$ cat config.mk
export PLATFORM = sky130hd
export DESIGN_NAME = filter_xfade_ctrl
export DESIGN_NICKNAME = d
export VERILOG_FILES = /design/src/rtl/filter_xfade_ctrl.sv
export SDC_FILE = /design/constraint.sdc
export NUM_CORES = 1
export LEC_CHECK = 0
export ABC_AREA = 1
export CAP_MARGIN = 25
export CORE_AREA = 2 2 111 113
export CTS_CLUSTER_SIZE = 10
export DETAILED_ROUTE_END_ITERATION = 8
export DIE_AREA = 0 0 113 115
export GPL_ROUTABILITY_DRIVEN = 0
export GPL_TIMING_DRIVEN = 1
export PLACE_DENSITY_LB_ADDON = 0.12
export SYNTH_ARGS = -nofsm -noshare
export SYNTH_HDL_FRONTEND = slang
export SYNTH_SLANG_ARGS = --single-unit
$ cat constraint.sdc
create_clock -name clk -period 5.3 [get_ports clk]
set_input_delay 0.795 -clock clk [delete_from_list [all_inputs] [get_ports clk]]
set_output_delay 0.795 -clock clk [all_outputs]
set_load 0.01 [all_outputs]
$ cat src/rtl/filter_xfade_ctrl.sv
// Click-free path selector: debounces the path request, fades the active path to zero, switches, fades back in.
// Latency: y_out updates one clk after new_data; all state advances only on new_data strobes.
module filter_xfade_ctrl #(
    parameter int RAMP_LOG2   = 6,
    parameter int DEB_SAMPLES = 4
) (
    input  logic                    clk,
    input  logic                    rst_n,
    input  logic                    new_data,
    input  logic [1:0]              sel,
    input  logic signed [15:0]      x_bypass,
    input  logic signed [15:0]      x_fir,
    input  logic signed [15:0]      x_iir,
    output logic signed [15:0]      y_out,
    output logic [1:0]              active_sel,
    output logic [RAMP_LOG2:0]      gain,
    output logic                    busy
);
    localparam int GW = RAMP_LOG2 + 1;
    localparam int PW = 16 + RAMP_LOG2 + 2;
    localparam int CW = $clog2(DEB_SAMPLES + 1);
    localparam logic [GW-1:0] G_MAX   = GW'(1 << RAMP_LOG2);
    localparam logic [CW-1:0] DEB_MAX = CW'(DEB_SAMPLES);

    typedef enum logic [1:0] {IDLE, FADE_OUT, FADE_IN} state_t;

    state_t            state, state_nxt;
    logic [1:0]        sync_q1, sync_q2, synced;
    logic [1:0]        cand, cand_nxt, stable_sel;
    logic [CW-1:0]     cnt, cnt_nxt;
    logic [GW-1:0]     gain_nxt;
    logic [1:0]        active_nxt;
    logic signed [15:0]   x_act;
    logic signed [PW-1:0] gain_ext, prod;

    // "11" is an illegal switch combination and selects bypass
    assign synced = (sync_q2 == 2'b11) ? 2'b00 : sync_q2;

    always_ff @(posedge clk or negedge rst_n) begin
        if (!rst_n) begin
            sync_q1 <= 2'b00;
            sync_q2 <= 2'b00;
        end else begin
            sync_q1 <= sel;
            sync_q2 <= sync_q1;
        end
    end

    always_comb begin
        cand_nxt = cand;
        cnt_nxt  = cnt;
        if (synced != cand) begin
            cand_nxt = synced;
            cnt_nxt  = CW'(1);
        end else if (cnt != DEB_MAX) begin
            cnt_nxt = cnt + CW'(1);
        end
    end

    always_ff @(posedge clk or negedge rst_n) begin
        if (!rst_n) begin
            cand       <= 2'b00;
            cnt        <= DEB_MAX;
            stable_sel <= 2'b00;
        end else if (new_data) begin
            cand <= cand_nxt;
            cnt  <= cnt_nxt;
            if (cnt_nxt == DEB_MAX) begin
                stable_sel <= cand_nxt;
            end
        end
    end

    // FSM sees stable_sel from before this strobe's debounce update
    always_comb begin
        state_nxt  = state;
        gain_nxt   = gain;
        active_nxt = active_sel;
        unique case (state)
            IDLE: begin
                if (stable_sel != active_sel) begin
                    state_nxt = FADE_OUT;
                    gain_nxt  = gain - GW'(1);
                end
            end
            FADE_OUT: begin
                if (stable_sel == active_sel) begin
                    state_nxt = FADE_IN;
                    gain_nxt  = gain + GW'(1);
                end else if (gain == '0) begin
                    active_nxt = stable_sel;
                    state_nxt  = FADE_IN;
                end else begin
                    gain_nxt = gain - GW'(1);
                end
            end
            FADE_IN: begin
                if (stable_sel != active_sel) begin
                    state_nxt = FADE_OUT;
                    gain_nxt  = gain - GW'(1);
                end else if (gain == G_MAX) begin
                    state_nxt = IDLE;
                end else begin
                    gain_nxt = gain + GW'(1);
                end
            end
            default: state_nxt = IDLE;
        endcase
    end

    always_comb begin
        case (active_sel)
            2'b01:   x_act = x_fir;
            2'b10:   x_act = x_iir;
            default: x_act = x_bypass;
        endcase
    end

    assign gain_ext = PW'(gain);
    assign prod     = PW'(x_act) * gain_ext;

    always_ff @(posedge clk or negedge rst_n) begin
        if (!rst_n) begin
            state      <= IDLE;
            gain       <= G_MAX;
            active_sel <= 2'b00;
            y_out      <= '0;
        end else if (new_data) begin
            state      <= state_nxt;
            gain       <= gain_nxt;
            active_sel <= active_nxt;
            y_out      <= 16'(prod >>> RAMP_LOG2);
        end
    end

    assign busy = (state != IDLE);

endmodule
==> results of run 1 <==
==> metal layers <==
| layer | up-vias | part of all wire | wire length, um | track usage |
|---|---|---|---|---|
| li1 | 2689 | - | - | - |
| met1 | 2718 | 0.41 | 6230 | 0.312 |
| met2 | 120 | 0.52 | 7790 | 0.453 |
| met3 | 32 | 0.037 | 558 | 0.0216 |
| met4 | 0 | 0.029 | 439 | 0.0886 |
| met5 | - | 0 | 0 | 0 |
==> worst max-delay path: stages <==
cell	delay, ns
clkdlybuf4s50_1	0.39
a221o_1	0.31
o21ai_0	0.11
buf_4	0.20
nor2_1	0.05
fa_1	0.47
fa_1	0.52
fa_1	0.50
inv_1	0.05
fa_1	0.47
inv_1	0.04
ha_1	0.33
nand2_1	0.19
o21ai_0	0.12
a21oi_1	0.15
nand2_2	0.11
buf_4	0.15
xnor2_1	0.15
o21ai_0	0.10
==> worst paths after layout <==
check	slack (ns)	startpoint	depth (start not counted)	to
hold reg to reg	0.35	sync_q1[1]$_DFF_PN0_	0	sync_q2[1]$_DFF_PN0_
max in group asynchronous	4.12	rst_n	1	y_out[0]$_DFFE_PN0P_
setup reg to reg	0.23	active_sel[0]$_DFFE_PN0P_	21	y_out[7]$_DFFE_PN0P_
min in group asynchronous	0.63	rst_n	1	gain[0]$_DFFE_PN0P_
hold / removal	0.35	sync_q1[1]$_DFF_PN0_	0	sync_q2[1]$_DFF_PN0_
setup / recovery	0.20	x_fir[7]	19	y_out[7]$_DFFE_PN0P_
==> Yosys cell counts (2+ instances only) <==
cell and count:
nand2_1 106, a21oi_1 28, nand4_1 3, clkbuf_1 12
buf_2 3, o31ai_1 2, a221o_1 13, fa_1 80
o21bai_1 3, nand3_2 2, buf_1 3, clkbuf_2 2
ha_1 52, a21o_1 2, or2_1 2, dfstp_2 2
o21ai_1 12, nand3_1 22, nor3_1 11, nor3b_1 2
inv_2 4, or2_2 7, inv_1 151, o21ai_0 29
a31oi_1 5, nand3b_1 2, and2_1 2, xnor2_1 15
nand2_2 8, dfrtp_1 36, nor2_1 113, o22ai_1 4
xor2_1 12
==> stage by stage <==
step           cells  setup WS, ns  setup TNS [ns]
2_1_floorplan    768        0.0509               0
3_3_place_gp    1049        -0.213           -1.65
3_5_place_dp    1049        -0.314           -2.64
4_1_cts         1057       0.00708               0
5_1_grt         1063      -0.00724         -0.0214
6_report        1063         0.199               0
==> kinds of logic (layout without fill, tap and decap cells) <==
logic type | after synthesis | in the layout | synth area share
XOR/XNOR | 27 | 27 | 0.0393
AND/OR/NAND/NOR | 286 | 286 | 0.204
adder cells (fa/ha/maj) | 132 | 132 | 0.374
buffers and inverters | 178 | 326 | 0.113
flip-flops | 38 | 38 | 0.159
AO/OA/AOI/OAI | 107 | 107 | 0.111
==> layout by cell type, fill, tap and decap left out, drive strengths merged, types with 2 or more instances in the layout <==
| cell | netlist | layout |
|---|---|---|
| a21o | 2 | 2 |
| a21oi | 29 | 29 |
| a221o | 13 | 13 |
| a31oi | 5 | 5 |
| and2 | 2 | 2 |
| buf | 7 | 85 |
| clkbuf | 15 | 7 |
| clkdlybuf4s50 | 0 | 77 |
| dfrtp | 36 | 36 |
| dfstp | 2 | 2 |
| fa | 80 | 80 |
| ha | 52 | 52 |
| inv | 155 | 155 |
| nand2 | 115 | 115 |
| nand3 | 24 | 24 |
| nand3b | 2 | 2 |
| nand4 | 3 | 3 |
| nor2 | 115 | 115 |
| nor3 | 11 | 11 |
| nor3b | 2 | 2 |
| o21ai | 42 | 42 |
| o21bai | 4 | 4 |
| o22ai | 4 | 4 |
| o31ai | 3 | 3 |
| or2 | 10 | 10 |
| xnor2 | 15 | 15 |
| xor2 | 12 | 12 |
==> flip-flops by register name (all words and copies together) (netlist names) <==
register / count
active_sel: 2
cand: 2
cnt: 3
gain: 7
stable_sel: 2
state: 2
sync_q1: 2
sync_q2: 2
y_out: 16
==> final cells by class <==
class                   count  area (um^2)
multi-input cells         552         4570
fillers                   993         3920
repair buffers            162         1410
flip-flops and latches     38          953
inverters                 156          591
well taps                 147          184
clock buffers               7          143
clock inverters             1         30.0
==> what timing repair did <==
action / in CTS / in global routing
pin swaps: 0 / 6
gates resized for setup: 4 / 43
setup endpoints to repair: 6 / 14
setup buffers: 0 / 6
==> run_results.csv, run 1 <==
group,metric,value,unit
timing,whs,0.354,ns
timing,hold_violations,0,
global_route,antenna_found_initial,0,
drt,vias,5559,
cts,cts.sinks,38,
synthesis,syn_area_per_cell,7.83,um^2
floorplanning,die_x,113,um
synthesis,yosysWarnings,0,
synthesis,yosysUniqueCellTypes,51,
floorplanning,floorplan.initialDensity,0.509,
drt,routed_wirelength,15000,um
synthesis,synth-seq-cells,38,
drt,routedWlPerCell,14.1,um
drt,via_per_inst,5.23,
placed_design,post_dp_cell_area,0.00746,mm^2
setup_path,endpoint_kind,"register",
floorplanning,rows,40,
global_route,grt_remaining_overflow,0,
cts,cts_buffers,5,
synthesis,yosys.area.top_type,"fa_1",
synthesis,synth_area_leaders,"fa_1 27%, dfrtp_1 15%, ha_1 11%",
timing,fmax,196,MHz
synthesis,synthCells,768,
timing,slew_viol_final,0,
timing,clock_skew,0.00626,ns
layout,drive_gt1_frac,0.168,
drt,drt_pass1_iterations,7,
drt,ant_nets,0,
global_route,grt_pass1_vias,5846,
run_status,violations,"DRC",
timing,rsz0062_at_grt,"true",
synthesis,yosys.area.top_type_share,0.266,
setup_path,critPathLaunchType,"input port",
cts,clk_pin_slew,0.06,ns
cts,htreeDepth,2,
drt,drtIter0Drc,291,
placed_design,dp.final_hpwl,12500,um
run,drv_cap,0,
floorplanning,fp.dieArea,0.0130,mm^2
timing,min_period,5.10,ns
synthesis,syn-cell-area,0.00601,mm^2
timing,period_share,0.962,
cts,clockRootBuffer,"clkbuf_16",
global_route,grtUsageTotal,0.249,
global_route,grt_max_degree,39,
synthesis,synth-edff-count,0,
setup_path,critPathMaxFanout,5,
drt,drc_errors,1,
setup_path,crit_type,"input port to register",
cts,cts_buffer_depth,2,
synthesis,ys_seq_area_frac,0.159,
synthesis,async_flop_share,1.00,
layout,nNetsFinal,1100,
layout,antenna_cells,0,
global_route,grt_pass1_wl,26300,um
floorplanning,io_pins,79,
layout,finalInstanceArea,0.00789,mm^2
synthesis,syn_nets,953,
worst_hold_path,hold_class,"register to register",
floorplanning,coreArea,0.0118,mm^2
cts,cts_hold_buf,0,
synthesis,yosys_most_used_dff,"dfrtp_1",
layout,post-route-util,0.668,
layout,area_growth,31.2,%
timing,setup_violations,0,
run_status,status,"finished with violations",
cts,cts_tree,"built",
timing,worst_pin_slew,0.872,ns
setup_path,arrival,5.23,ns
cts,insertion_delay,0.28,ns
floorplanning,die_y,115,um
timing,maxSlewHeadroom,0.419,
setup_path,cp_data_required_time,5.43,ns
placed_design,port_buffers,78,
Power of run 1 is left out: the tool's default activity adds up to more than one toggle a clock period on the data nets, which glitch-free logic cannot reach.
==> inputs of run 2 (changes only) <==
Settings changed: CORE_AREA 2 2 111 113 to 2 2 110 112, CTS_BUF_LIST from default to sky130_fd_sc_hd__clkbuf_2 sky130_fd_sc_hd__clkbuf_4 sky130_fd_sc_hd__clkbuf_8, DIE_AREA 0 0 113 115 to 0 0 112 114.
==> run_results.csv, run 2 (same netlist as run 1, synthesis figures left out) <==
group,metric,value,unit
run_status,status,"finished, final reports clean",
cts,insertion_delay,0.31,ns
timing,min_period,5.13,ns
floorplanning,fp.dieArea,0.0128,mm^2
layout,antenna_cells,0,
cts,clockRootBuffer,"clkbuf_8",
drt,drc_errors,0,
cts,cts_buffers,5,
floorplanning,floorplan.initialDensity,0.514,
placed_design,port_buffers,78,
layout,finalInstanceArea,0.00788,mm^2
timing,hold_violations,0,
worst_hold_path,hold_class,"register to register",
run,drv_cap,0,
floorplanning,die_y,114,um
layout,drive_gt1_frac,0.175,
setup_path,endpoint_kind,"register",
layout,final_cell_mix,"151 x inv_1, 111 x nor2_1, 100 x nand2_1",
floorplanning,rows,40,
floorplanning,coreArea,0.0117,mm^2
drt,via_per_inst,5.26,
global_route,grt_pass1_vias,5917,
drt,routed_wirelength,15300,um
global_route,grt_pass1_wl,26700,um
cts,cts_tree,"built",
drt,routedWlPerCell,14.3,um
drt,drt_pass1_iterations,5,
global_route,grt_max_degree,39,
cts,cts.sinks,38,
setup_path,cp_data_required_time,5.49,ns
timing,clock_skew,0.0144,ns
global_route,grt_remaining_overflow,0,
setup_path,arrival,5.32,ns
drt,ant_nets,0,
global_route,antenna_found_initial,0,
layout,largest_reg_flops,16,
timing,slew_viol_final,0,
floorplanning,die_x,112,um
setup_path,critPathLaunchType,"input port",
timing,fmax,195,MHz
layout,nNetsFinal,1102,
timing,setup_violations,0,
placed_design,dp.final_hpwl,12500,um
layout,post-route-util,0.673,
global_route,grtUsageTotal,0.255,
layout,reg_top3,"y_out (16), gain (7), cnt (3)",
floorplanning,io_pins,79,
placed_design,post_dp_cell_area,0.00748,mm^2
drt,drtIter0Drc,338,
timing,maxSlewHeadroom,0.415,
timing,rsz0062_at_grt,"true",
setup_path,crit_type,"input port to register",
cts,htreeDepth,2,
timing,period_share,0.968,
layout,top_register,"y_out",
layout,area_growth,31.0,%
cts,cts_buffer_depth,2,
setup_path,critPathMaxFanout,5,
cts,clk_pin_slew,0.08,ns
layout,layout_commonest_cell,"inv_1",
drt,vias,5602,
timing,worst_pin_slew,0.878,ns
-- run 2: changes by cell type in the layout (fill, tap and decap cells not counted), sizes merged --
cell  previous run  this run
buf             85        87
-- run 2: critical path: stages --
cell             delay, ns
clkdlybuf4s50_1       0.40
a221o_1               0.36
o21ai_2               0.11
inv_1                 0.09
nand2_1               0.09
fa_1                  0.45
fa_1                  0.52
inv_1                 0.05
fa_1                  0.53
inv_1                 0.06
fa_1                  0.53
inv_1                 0.07
ha_4                  0.25
nand2_2               0.09
inv_1                 0.05
nand2_1               0.05
nand2_1               0.08
a21oi_2               0.23
o21ai_4               0.10
buf_4                 0.15
a21o_1                0.15
nand2_1               0.05
a31oi_1               0.07
-- run 2: repair_timing --
| item | CTS | global route |
|---|---|---|
| setup buffers | 0 | 6 |
| endpoints found under the hold margin | 0 | 0 |
| pin swaps | 0 | 14 |
| hold buffers | 0 | 0 |
| setup endpoints to repair | 3 | 14 |
| gates resized for setup | 3 | 51 |
-- run 2: per-layer routing --
| layer | global-route usage | vias to the layer above | routed length [um] |
|---|---|---|---|
| li1 | - | 2685 | - |
| met1 | 0.312 | 2766 | 6220 |
| met2 | 0.476 | 124 | 8260 |
| met3 | 0.0287 | 27 | 486 |
| met4 | 0.0732 | 0 | 306 |
| met5 | 0 | - | 0 |
-- run 2: final timing paths --
| path | from | end | slack [ns] | cells after the start |
|---|---|---|---|---|
| min | sync_q1[0]$_DFF_PN0_ | sync_q2[0]$_DFF_PN0_ | 0.35 | 0 |
| min reg2reg | sync_q1[0]$_DFF_PN0_ | sync_q2[0]$_DFF_PN0_ | 0.35 | 0 |
| min in group asynchronous | rst_n | active_sel[1]$_DFFE_PN0P_ | 0.59 | 1 |
| max in group asynchronous | rst_n | y_out[4]$_DFFE_PN0P_ | 4.14 | 1 |
| max | x_fir[5] | y_out[10]$_DFFE_PN0P_ | 0.17 | 23 |
| max reg2reg | active_sel[0]$_DFFE_PN0P_ | y_out[10]$_DFFE_PN0P_ | 0.23 | 24 |
-- run 2: layout make-up --
cell class | instances | area (um^2)
Multi-Input combinational cell | 552 | 4590
Fill cell | 992 | 3830
Timing Repair Buffer | 164 | 1440
Sequential cell | 38 | 953
Inverter | 156 | 588
Tap cell | 147 | 184
Clock buffer | 7 | 90.1
Clock inverter | 1 | 30.0
-- run 2: metrics by stage --
step	instances	hold WS [ns]	setup WS (ns)	TNS (ns)
2_1_floorplan	768	0.331	0.0509	0
5_1_grt	1065	0.384	-0.113	-0.224
4_1_cts	1059	0.358	-0.0236	-0.0236
6_report	1065	0.354	0.168	0
3_3_place_gp	1051	0.333	-0.247	-2.05
3_5_place_dp	1051	0.342	-0.333	-2.92
Power of run 2 is left out for the same reason.
